<file path="config.mk">
export PLATFORM = sky130hd
export DESIGN_NAME = ifu_fetch
export DESIGN_NICKNAME = d
export VERILOG_FILES = /design/src/rtl/rv32_pkg.sv /design/src/rtl/ifu_queue.sv /design/src/rtl/ifu_fetch.sv
export SDC_FILE = /design/constraint.sdc
export NUM_CORES = 1
export LEC_CHECK = 0
export CORE_MARGIN = 5
export CORE_UTILIZATION = 46
export CTS_CLUSTER_SIZE = 8
export DETAILED_ROUTE_END_ITERATION = 16
export PLACE_DENSITY = 0.76
export SKIP_LAST_GASP = 1
export SYNTH_ARGS = -nofsm -noshare
export SYNTH_HDL_FRONTEND = slang
export SYNTH_SLANG_ARGS = --single-unit
export TNS_END_PERCENT = 20
</file>
<file path="constraint.sdc">
create_clock -name clk -period 8.05 [get_ports clk]
set_input_delay 0.805 -clock clk [delete_from_list [all_inputs] [get_ports clk]]
set_output_delay 0.805 -clock clk [all_outputs]
set_load 0.1 [all_outputs]
</file>
<file path="src/rtl/rv32_pkg.sv">
// Shared RV32I core definitions.
//   XLEN, ILEN_BYTES : datapath width and instruction size in bytes
//   INSTR_NOP        : canonical NOP (addi x0, x0, 0)
//   fetch_state_e    : fetch-stage control states
//   fetch_entry_t    : one fetched instruction with its address
package rv32_pkg;

  localparam int          XLEN       = 32;
  localparam int          ILEN_BYTES = 4;
  localparam logic [31:0] INSTR_NOP  = 32'h0000_0013;

  typedef enum logic [1:0] {
    IDLE  = 2'd0,
    RUN   = 2'd1,
    DRAIN = 2'd2
  } fetch_state_e;

  typedef struct packed {
    logic [XLEN-1:0] addr;
    logic [XLEN-1:0] instr;
  } fetch_entry_t;

endpackage

</file>
<file path="src/rtl/ifu_queue.sv">
// Instruction queue: synchronous FIFO of fetch_entry_t.
//   clk, rst_n : clock, synchronous active-low reset
//   push       : write push_data (accepted when not full, or full with a pop)
//   pop        : drop the head (ignored when empty)
//   clear      : empty the queue; overrides push and pop
//   head       : current head entry (valid when !empty)
//   count      : number of stored entries
//   empty/full : occupancy flags
module ifu_queue
  import rv32_pkg::*;
#(
  parameter int DEPTH = 2
) (
  input  logic                       clk,
  input  logic                       rst_n,
  input  logic                       push,
  input  fetch_entry_t               push_data,
  input  logic                       pop,
  input  logic                       clear,
  output fetch_entry_t               head,
  output logic [$clog2(DEPTH):0]     count,
  output logic                       empty,
  output logic                       full
);

  localparam int AW = $clog2(DEPTH);
  localparam int CW = AW + 1;

  fetch_entry_t  mem [DEPTH];
  logic [AW-1:0] rd_ptr;
  logic [AW-1:0] wr_ptr;
  logic          push_en;
  logic          pop_en;

  assign empty   = (count == '0);
  assign full    = (count == CW'(DEPTH));
  assign pop_en  = pop && !empty;
  // A full queue still accepts a push when the head leaves in the same cycle.
  assign push_en = push && (!full || pop_en);
  assign head    = mem[rd_ptr];

  always_ff @(posedge clk) begin
    if (!rst_n || clear) begin
      rd_ptr <= '0;
      wr_ptr <= '0;
      count  <= '0;
    end else begin
      if (push_en) wr_ptr <= wr_ptr + AW'(1);
      if (pop_en)  rd_ptr <= rd_ptr + AW'(1);
      count <= count + CW'(push_en) - CW'(pop_en);
    end
  end

  // Storage is data only; pointers decide what is meaningful.
  always_ff @(posedge clk) begin
    if (push_en && !clear) mem[wr_ptr] <= push_data;
  end

  // The fetch credit rule must never let a push hit a full queue without a pop.
  always_ff @(posedge clk) begin
    if (rst_n && !clear) begin
      assert (!(push && full && !pop_en));
    end
  end

endmodule

</file>
<file path="src/rtl/ifu_fetch.sv">
// RV32I instruction fetch stage.
//   clk, rst_n              : clock, synchronous active-low reset
//   imem_req_*              : word fetch request channel (valid/ready)
//   imem_rsp_*              : in-order responses, no backpressure
//   instr_*_ifu_2_dec_o     : queue head {instruction, address} to decoder
//   dec_ready_i             : decoder consumes the head
//   flush_from_exe/dec      : redirects (execute has priority) with targets
module ifu_fetch
  import rv32_pkg::*;
#(
  parameter logic [31:0] RESET_PC        = 32'h0000_0000,
  parameter int          FIFO_DEPTH      = 2,
  parameter int          MAX_OUTSTANDING = 2
) (
  input  logic        clk,
  input  logic        rst_n,
  output logic        imem_req_valid_o,
  input  logic        imem_req_ready_i,
  output logic [31:0] imem_addr_o,
  input  logic        imem_rsp_valid_i,
  input  logic [31:0] imem_rsp_data_i,
  output logic [31:0] instr_ifu_2_dec_o,
  output logic [31:0] instr_addr_ifu_2_dec_o,
  output logic        instr_valid_ifu_2_dec_o,
  input  logic        dec_ready_i,
  input  logic        flush_from_exe,
  input  logic [31:0] flush_addr_exe,
  input  logic        flush_from_dec,
  input  logic [31:0] flush_addr_dec
);

  localparam int CW = $clog2(FIFO_DEPTH) + 1;

  fetch_state_e    state;
  logic [XLEN-1:0] pc;
  logic [XLEN-1:0] rsp_pc;
  logic [CW-1:0]   outstanding;
  logic [CW-1:0]   kill_cnt;
  logic [CW-1:0]   kill_cnt_nxt;
  logic [CW-1:0]   in_flight_after;
  logic [CW-1:0]   q_count;
  logic            flush;
  logic [XLEN-1:0] flush_sel;
  logic [XLEN-1:0] flush_target;
  logic            req_fire;
  logic            rsp_accept;
  logic            q_push;
  logic            q_pop;
  logic            q_empty;
  logic            q_full;
  fetch_entry_t    q_head;
  fetch_entry_t    q_push_data;

  assign flush        = flush_from_exe || flush_from_dec;
  assign flush_sel    = flush_from_exe ? flush_addr_exe : flush_addr_dec;
  assign flush_target = {flush_sel[XLEN-1:2], 2'b00};

  // Responses with nothing in flight (e.g. stragglers from before a reset)
  // are ignored so the outstanding counter can never underflow.
  assign rsp_accept      = imem_rsp_valid_i && (outstanding != '0);
  assign in_flight_after = outstanding - CW'(rsp_accept);

  // ---- request stage: credit covers queue slots plus in-flight words ----
  assign imem_req_valid_o = (state == RUN)
                         && (({1'b0, outstanding} + {1'b0, q_count}) < (CW+1)'(FIFO_DEPTH))
                         && (outstanding < CW'(MAX_OUTSTANDING))
                         && !flush;
  assign imem_addr_o      = pc;
  assign req_fire         = imem_req_valid_o && imem_req_ready_i;

  always_comb begin
    kill_cnt_nxt = kill_cnt;
    if (flush) begin
      kill_cnt_nxt = in_flight_after;
    end else if (rsp_accept && (kill_cnt != '0)) begin
      kill_cnt_nxt = kill_cnt - CW'(1);
    end
  end

  always_ff @(posedge clk) begin
    if (!rst_n) begin
      state       <= IDLE;
      pc          <= RESET_PC;
      rsp_pc      <= RESET_PC;
      outstanding <= '0;
      kill_cnt    <= '0;
    end else begin
      outstanding <= outstanding + CW'(req_fire) - CW'(rsp_accept);
      kill_cnt    <= kill_cnt_nxt;

      if (flush) begin
        pc     <= flush_target;
        rsp_pc <= flush_target;
      end else begin
        if (req_fire) pc     <= pc + XLEN'(ILEN_BYTES);
        if (q_push)   rsp_pc <= rsp_pc + XLEN'(ILEN_BYTES);
      end

      case (state)
        IDLE:    state <= RUN;
        RUN:     if (flush && (in_flight_after != '0)) state <= DRAIN;
        DRAIN:   if (!flush && (kill_cnt_nxt == '0))   state <= RUN;
        default: state <= IDLE;
      endcase
    end
  end

  // ---- response stage: in-order words tagged with rsp_pc into the queue ----
  assign q_push            = rsp_accept && (kill_cnt == '0) && !flush;
  assign q_pop             = !q_empty && dec_ready_i && !flush;
  assign q_push_data.addr  = rsp_pc;
  assign q_push_data.instr = imem_rsp_data_i;

  ifu_queue #(
    .DEPTH (FIFO_DEPTH)
  ) u_queue (
    .clk       (clk),
    .rst_n     (rst_n),
    .push      (q_push),
    .push_data (q_push_data),
    .pop       (q_pop),
    .clear     (flush),
    .head      (q_head),
    .count     (q_count),
    .empty     (q_empty),
    .full      (q_full)
  );

  // ---- decoder stage: first-word fall-through from the queue head ----
  assign instr_valid_ifu_2_dec_o = !q_empty;
  assign instr_ifu_2_dec_o       = q_empty ? INSTR_NOP : q_head.instr;
  assign instr_addr_ifu_2_dec_o  = q_empty ? rsp_pc    : q_head.addr;

  logic unused_ok;
  assign unused_ok = q_full;

endmodule

</file>
==> flow_summary.json, run 1 <==
{
  "status": "completed",
  "cp_num_cells": 4,
  "clock_path_buffers": 2,
  "numCtsBuffers": 17,
  "fin_crit_ns": 4.129,
  "r2r_end": "imem_addr_o[31]",
  "io_buffers": 192,
  "synth_top_area_share_pct": 40.32,
  "cts_setup_buffers": 0,
  "synth.cell_area_um2": 9235,
  "crit_chain": "buf_4 -> mux2i_1 -> o21ai_0 -> clkdlybuf4s50_1",
  "synthArstFlopShare_pct": 0,
  "cts_sinks": 195,
  "cpLargestDelayFamily": "buffers and inverters",
  "dieArea_um2": 23010,
  "cts_resized": 0,
  "clock.fmax_mhz": 242.2,
  "layout-drive-gt1-share_pct": 5.955,
  "p_sw_share_pct": 29.39,
  "synth_area_leaders": "edfxtp_1, dfxtp_1, mux2i_1",
  "share_comb_of_total_power_pct": 19.2,
  "final_nets": 1157,
  "crit_buf_inv": 2,
  "ant_nets": 0,
  "num_rows": 51,
  "grt_pass1_vias": 7006,
  "hold_buffers": 0,
  "vias": 7699,
  "ys_types": 62,
  "dieWidth_um": 151.7,
  "intPower_w": 0.001797,
  "synth_edf_count": 124,
  "dr.pass1.iters": 5,
  "holdCritPathClass": "reg2reg",
  "clkTransAtPathRegs_ns": 0.07,
  "yosys_warnings": 0,
  "slew_violations": 0,
  "ys_ff_latch": 195,
  "tns_ns": 0,
  "layout_common_cells": "clkdlybuf4s50_1, edfxtp_1, nand2_1",
  "worstMarginPinSlew_ns": 1.225,
  "antenna_found_initial": 0,
  "area_growth_pct": 30.25,
  "cp-start-kind": "register",
  "drt_wl_total_um": 24540,
  "r2r_slack_ns": 4.75,
  "seqPwrFrac_pct": 45.4,
  "worstPathRequired_ns": 7.24,
  "syn_inst": 873,
  "final_common_cell": "clkdlybuf4s50_1",
  "r2r_cells": 8,
  "hold_start": "state[0]",
  "crit_path_end_kind": "primary output",
  "root_buffer": "clkbuf_16",
  "cp_max_fo": 51,
  "drc": 0,
  "htree_levels": 4,
  "max_cap_viol_count": 0,
  "rsz0062_at_grt": "false",
  "synthFlopType": "edfxtp_1",
  "r2r_start": "u_queue.count[0]",
  "clkPwrFrac_pct": 35.4,
  "drt-initial-drc-count": 617,
  "yosys.area.top_type": "edfxtp_1",
  "p_per_area_nw_per_um2": 211.6,
  "holdPathStages": 2,
  "fp.coreArea_um2": 19590,
  "skew_ns": 0.01312,
  "holdPathEnd": "state[1]",
  "start_util_pct": 47.14,
  "critPathSlowestCell": "clkdlybuf4s50_1",
  "p_switching_w": 0.0007481,
  "grt_first_pass_wirelength_um": 37760,
  "max_stage_delay_ns": 1.20,
  "hold_violations": 0,
  "grt_overflow": 0,
  "p_leak_nw": 3.963,
  "die_y_um": 151.7,
  "setup_viol": 0,
  "critical_path_class": "reg2out",
  "grt.total_usage_pct": 21.05,
  "gp_congestion": 0.9374,
  "drt-wirelength-per-cell_um": 18.55,
  "arrival_ns": 3.32,
  "dpl.hpwl_um": 16770,
  "n_antenna_cell": 0,
  "relSlewSlack_pct": 17.96,
  "syn_area_per_cell_um2": 10.58,
  "ir_drop_mv": 0.1595,
  "final_util_pct": 61.40,
  "io_pins": 201,
  "viasPerCell": 5.819,
  "clk_latency_ns": 0.43,
  "cts_tree": "built",
  "grt_start_max_net_pins": 91,
  "fin_crit_sh_pct": 51.30,
  "ys_seq_area_share_pct": 55.71
}
[layout make-up]
type | instances | area (µm²)
timing repair buffer | 202 | 1997
clock buffer | 22 | 495.5
tap | 265 | 331.6
sequential | 195 | 5149
fill | 1650 | 7561
inverter | 23 | 86.33
clock inverter | 10 | 145.1
multi-input combinational | 606 | 3825
[synth_stat cells (6+ instances only)]
cell	count
a21oi_1	45
nor3_1	22
o31a_1	6
a22oi_1	15
clkbuf_1	41
mux2i_1	64
o221a_2	8
a22o_1	13
nor4_1	13
nand2_1	78
a211oi_1	9
and3_1	17
a31oi_1	15
nand4_1	17
xnor2_1	14
nand3_1	30
edfxtp_1	124
nor2_1	70
dfxtp_1	71
o211ai_1	8
inv_1	23
o21ai_0	76
ha_1	8
[power groups by stage]
stage	Clock, W	Sequential [W]	Combinational [W]
floorplan	0	0.00123	0.000269
global placement	0	0.00117	0.000482
detailed placement	0	0.00117	0.000487
CTS	0.000914	0.00115	0.000489
global route	0.000962	0.00116	0.000523
finish	0.000901	0.00115	0.000489
[worst register-to-register path: stages, from the launching register on]
cell	delay (ns)
dfxtp_1	0.40
inv_1	0.09
nor2_1	0.14
fa_1	0.44
nor4b_2	0.41
nand3_1	0.45
or4_1	0.72
or4_1	0.49
nand4_1	0.09
[registers in the layout, summed over array words and instances (netlist names), named ones only]
signal          cells
imem_addr_o        30
kill_cnt            2
outstanding         2
rsp_pc             30
state               2
u_queue.count       2
u_queue.mem       124
u_queue.rd_ptr      1
u_queue.wr_ptr      1
[layer usage]
metal | track usage [%] | up-vias | wire length (µm)
met4 | 6.289 | 0 | 408
met3 | 6.038 | 44 | 2614
met5 | 0 | - | 0
met1 | 28.61 | 3613 | 10420
met2 | 32.91 | 386 | 11100
li1 | - | 3656 | -
[cell families (layout without fill, tap and decap cells)]
family,Yosys count,after routing,share of synthesized area (%)
and+or+nand+nor,281,281,14.85
AOI/OAI and AO/OA,233,233,16.43
DFF,195,195,55.71
buffers and inverters,75,257,3.306
muxes,64,64,6.937
xor gates and xnor gates,15,15,1.423
adders and majority gates,9,9,1.301
other,1,4,0.04061
[how the worst max path moves through the flow]
stage                        start                   endpoint  slack, ns
global route              register  instr_addr_ifu_2_dec_o[8]       3.68
detailed placement  flush_from_exe                 rsp_pc[30]       4.07
global placement    flush_from_exe                 rsp_pc[30]       4.08
floorplan           flush_from_dec          u_queue.mem[0][0]       2.52
finish                    register  instr_addr_ifu_2_dec_o[8]       3.92
CTS                       register  instr_addr_ifu_2_dec_o[8]       3.84
[per-stage QoR]
| stage | cell area, µm² | setup slack, ns | power, W | instances | hold slack (ns) |
|---|---|---|---|---|---|
| floorplan | 9253 | 2.520 | 0.001504 | 876 | 0.4237 |
| global placement | 11390 | 4.078 | 0.001654 | 1291 | 0.4983 |
| detailed placement | 11390 | 4.068 | 0.001662 | 1291 | 0.5100 |
| CTS | 12030 | 3.842 | 0.002556 | 1323 | 0.5175 |
| global route | 12030 | 3.675 | 0.002645 | 1323 | 0.5419 |
| finish | 12030 | 3.921 | 0.002545 | 1323 | 0.5170 |
No activity file was read; power rests on OpenSTA's default activity.
==> run 2: changes to the inputs <==
CORE_UTILIZATION = 49   (was 46)
PLACE_DENSITY = 0.78   (was 0.76)
clock period = 4.2 ns   (was 8.05 ns; I/O delays follow)
==> flow_summary.json, run 2 (synthesis gave the netlist of run 1 again) <==
{
  "status": "completed",
  "ant_nets": 0,
  "fp.coreArea_um2": 18640,
  "tns_ns": 0,
  "dr.pass1.iters": 8,
  "fillers": 1485,
  "cts_resized": 0,
  "vias": 7729,
  "r2r_slack_ns": 1.14,
  "io_buffers": 192,
  "hold_buffers": 0,
  "final_area_um2": 11970,
  "htree_levels": 4,
  "dpl.hpwl_um": 17600,
  "cp_max_fo": 38,
  "seqPwrFrac_pct": 46.5,
  "drt_wl_total_um": 24740,
  "dieWidth_um": 147.3,
  "dieArea_um2": 21690,
  "start_util_pct": 49.54,
  "skew_ns": 0.01664,
  "grt_pass1_vias": 7324,
  "multi_input_area_um2": 3825,
  "clock_path_buffers": 2,
  "viasPerCell": 5.927,
  "worstMarginPinSlew_ns": 1.136,
  "n_antenna_cell": 0,
  "cts_sinks": 195,
  "final_common_cell": "clkdlybuf4s50_1",
  "setup_viol": 0,
  "p_per_area_nw_per_um2": 397.9,
  "layout-drive-gt1-share_pct": 9.720,
  "final_nets": 1169,
  "p_sw_share_pct": 29.60,
  "intPower_w": 0.003353,
  "gp_congestion": 0.9379,
  "cts_setup_buffers": 0,
  "grt.total_usage_pct": 22.46,
  "max_cap_viol_count": 0,
  "layout_common_cells": "clkdlybuf4s50_1, edfxtp_1, nand2_1",
  "drt-initial-drc-count": 620,
  "rsz0062_at_grt": "false",
  "relSlewSlack_pct": 23.60,
  "numCtsBuffers": 17,
  "cp-start-kind": "register",
  "arrival_ns": 2.71,
  "fin_crit_sh_pct": 74.56,
  "critical_path_class": "reg2out",
  "io_pins": 201,
  "p_leak_nw": 4.045,
  "place_area_um2": 11390,
  "final-seq-area_um2": 5149,
  "grt_start_max_net_pins": 63,
  "drt-wirelength-per-cell_um": 18.97,
  "drc": 0,
  "clkTransAtPathRegs_ns": 0.06,
  "clkPwrFrac_pct": 33.5,
  "slew_violations": 0,
  "grt_overflow": 0,
  "share_comb_of_total_power_pct": 20.0,
  "grt_first_pass_wirelength_um": 39140,
  "antenna_found_initial": 0,
  "largest-register": "u_queue.mem",
  "fin_crit_ns": 3.131,
  "crit_path_end_kind": "primary output",
  "p_switching_w": 0.001410,
  "root_buffer": "clkbuf_16",
  "area_growth_pct": 29.59,
  "clk_latency_ns": 0.43,
  "clock.fmax_mhz": 319.3,
  "holdCritPathClass": "reg2reg",
  "ir_drop_mv": 0.3064,
  "num_rows": 50,
  "hold_violations": 0,
  "die_y_um": 147.3,
  "cts_tree": "built",
  "worstPathRequired_ns": 3.78,
  "largest_reg_flops": 124
}
## run 2: cell count changes in the layout (fill, tap and decap cells not counted), sizes merged
cell | previous run | this run
buf | 10 | 56
clkbuf | 22 | 20
clkinv | 4 | 5
clkdlybuf4s50 | 192 | 158
inv | 24 | 23
clkinvlp | 2 | 4
## run 2: final cells by class
class | count | area share [%]
Clock buffer | 20 | 3.649
Sequential cell | 195 | 43.02
Tap cell | 234 | 2.446
Timing Repair Buffer | 214 | 17.04
Inverter | 23 | 0.7214
Clock inverter | 12 | 1.160
Multi-Input combinational cell | 606 | 31.96
## run 2: through the flow
step / hold slack (ns) / cells / setup WS (ns) / utilization, % / total power (W)
after floorplan: 0.4237 / 876 / 0.5049 / - / 0.002882
after global placement: 0.4928 / 1272 / 1.057 / 61.11 / 0.003179
after detailed placement: 0.5062 / 1272 / 1.018 / 61.11 / 0.003199
after CTS: 0.5253 / 1304 / 1.056 / 64.19 / 0.004781
after global routing: 0.5528 / 1304 / 0.9526 / 64.19 / 0.004938
final: 0.5206 / 1304 / 1.069 / 64.19 / 0.004762
## run 2: worst max-delay path, stage by stage (launching register included)
cell,delay [ns]
dfxtp_4,0.80
mux2i_1,0.16
nor2_1,0.14
clkdlybuf4s50_1,1.15
## run 2: worst paths after layout
path	from	end	cells past startpoint
worst max-delay path	register	instr_ifu_2_dec_o[17]	3
worst min-delay path	u_queue.rd_ptr	u_queue.rd_ptr	2
worst max register to register	u_queue.count[0]	imem_addr_o[15]	9
worst min register to register	u_queue.rd_ptr	u_queue.rd_ptr	2
## run 2: layer usage
| layer | wire, µm | share of wire [%] | global-route usage [%] | vias up |
|---|---|---|---|---|
| li1 | - | - | - | 3675 |
| met3 | 2244 | 9.1 | 5.922 | 46 |
| met4 | 427 | 1.7 | 6.524 | 0 |
| met1 | 10690 | 43 | 30.50 | 3621 |
| met5 | 0 | 0 | 0 | - |
| met2 | 11380 | 46 | 35.71 | 387 |
## run 2: power by group through the flow
stage / Sequential (W) / Combinational [W] / Clock, W
final: 0.00221 / 0.000954 / 0.00160
after global placement: 0.00225 / 0.000933 / 0
after CTS: 0.00221 / 0.000950 / 0.00162
after floorplan: 0.00236 / 0.000518 / 0
after global routing: 0.00223 / 0.00101 / 0.00170
after detailed placement: 0.00225 / 0.000947 / 0
==> run 3: changes to the inputs <==
clock period = 3.2 ns   (was 4.2 ns; I/O delays follow)
==> flow_summary.json, run 3 (synthesis gave the netlist of run 1 again) <==
{
  "status": "completed",
  "fp.coreArea_um2": 18640,
  "clock_path_buffers": 2,
  "drc": 0,
  "io_pins": 201,
  "crit_path_end_kind": "register",
  "antenna_found_initial": 0,
  "r2r_cells": 8,
  "gp_congestion": 0.9205,
  "largest_reg_flops": 124,
  "share_comb_of_total_power_pct": 19.8,
  "holdPathStages": 1,
  "hold_buffers": 0,
  "dp_slack_ns": 0.2625,
  "numCtsBuffers": 17,
  "met1_length_um": 10650,
  "final_nets": 1170,
  "crit_chain": "inv_1 -> nor2_1 -> fa_1 -> nor4b_2 -> nand3_1 -> or4_1 -> and3_1 -> o311a_1",
  "max_cap_viol_count": 0,
  "dieWidth_um": 147.3,
  "grt_first_pass_wirelength_um": 39040,
  "grt_pass1_vias": 7433,
  "worstPathRequired_ns": 3.52,
  "viasPerCell": 5.899,
  "grt_overflow": 0,
  "p_per_area_nw_per_um2": 531.5,
  "layout-drive-gt1-share_pct": 13.54,
  "fin_crit_ns": 2.972,
  "highest_layer": "met4",
  "p_switching_w": 0.001902,
  "cts_setup_buffers": 0,
  "drt_wl_total_um": 24640,
  "intPower_w": 0.004451,
  "clk_latency_ns": 0.43,
  "skew_ns": 0.01251,
  "arrival_ns": 3.30,
  "layout_common_cells": "edfxtp_1, clkdlybuf4s50_1, buf_4",
  "cts_resized": 0,
  "final_common_cell": "edfxtp_1",
  "seqPwrFrac_pct": 45.7,
  "finalPower_w": 0.006353,
  "hold_violations": 0,
  "htree_levels": 4,
  "clock.fmax_mhz": 336.4,
  "grt_start_max_net_pins": 74,
  "die_y_um": 147.3,
  "cp-start-kind": "register",
  "max_stage_delay_ns": 0.62,
  "setup_viol": 0,
  "holdCritPathClass": "in2reg",
  "hold-worst-slack_ns": 0.4720,
  "fillers": 1520,
  "p_sw_share_pct": 29.94,
  "cts_tree": "built",
  "cp_max_fo": 5,
  "drt-wirelength-per-cell_um": 18.88,
  "critPathSlowestCell": "or4_1",
  "final-seq-area_um2": 5149,
  "drt-initial-drc-count": 550,
  "cts_sinks": 195,
  "area_growth_pct": 29.43,
  "setup_slack_ns": 0.2278,
  "root_buffer": "clkbuf_16",
  "ant_nets": 0,
  "clkTransAtPathRegs_ns": 0.07,
  "rsz0062_at_grt": "false",
  "io_buffers": 192,
  "start_util_pct": 49.54,
  "vias": 7698,
  "grt.total_usage_pct": 22.36,
  "n_antenna_cell": 0,
  "worstMarginPinSlew_ns": 1.041,
  "fin_crit_sh_pct": 92.88,
  "p_leak_nw": 4.153,
  "slew_violations": 0,
  "met2_length_um": 11220,
  "ir_drop_mv": 0.3248,
  "dpl.hpwl_um": 17340,
  "relSlewSlack_pct": 30.28,
  "multi_input_area_um2": 3825,
  "dr.pass1.iters": 5,
  "clkPwrFrac_pct": 34.5,
  "met3_length_um": 2291,
  "critical_path_class": "reg2reg",
  "dieArea_um2": 21690,
  "largest-register": "u_queue.mem",
  "num_rows": 50,
  "final_util_pct": 64.11
}
==> run 3: changes by cell type in the layout (fill, tap and decap cells not counted), moves of 2 or more <==
cell             previous run  this run
clkbuf_1                    3         0
buf_12                      3         5
clkinv_4                    0         2
clkinv_1                    3         1
inv_6                       0         3
clkdlybuf4s50_1           158       123
buf_4                      53        87
==> run 3: power groups by stage <==
stage	clock, W	sequential, W	combinational, W
after CTS	0.00223	0.00290	0.00125
after global routing	0.00235	0.00292	0.00133
final	0.00219	0.00291	0.00126
after detailed placement	0	0.00296	0.00125
after floorplan	0	0.00310	0.000682
after global placement	0	0.00295	0.00123
==> run 3: critical path: cells and delay by family (launching register included) <==
| kind | cells | cell delay (ns) |
|---|---|---|
| adder cells (fa/ha/maj) | 1 | 0.45 |
| AND/OR/NAND/NOR | 5 | 1.59 |
| flip-flops | 1 | 0.39 |
| buffers and inverters | 1 | 0.10 |
| AO/OA/AOI/OAI | 1 | 0.33 |
==> run 3: cell type report <==
| type | instances | area share, % |
|---|---|---|
| clock inverter | 14 | 1.476 |
| clock buffer | 18 | 3.674 |
| multi-input combinational | 606 | 32.00 |
| sequential | 195 | 43.08 |
| tap | 234 | 2.449 |
| inverter | 23 | 0.7223 |
| timing repair buffer | 215 | 16.60 |
==> run 3: metal layers <==
layer,track usage [%],vias to the layer above
met5,0,-
met4,7.036,0
met3,5.953,43
met2,34.61,392
met1,30.93,3590
li1,-,3673
==> run 3: stage by stage <==
step                setup TNS [ns]  instances  instance area (µm²)
floorplan                   -27.81        876                 9283
global placement                 0       1273                11340
detailed placement               0       1273                11340
CTS                              0       1305                11950
global route                     0       1305                11950
finish                           0       1305                11950
==> run 3: path summary, 6_finish.rpt <==
kind	slack, ns	from	end
max	0.23	u_queue.count[0]	imem_addr_o[15]
min	0.47	imem_rsp_data_i[6]	u_queue.mem[0][6]
max reg2reg	0.23	u_queue.count[0]	imem_addr_o[15]
min reg2reg	0.52	u_queue.rd_ptr	register
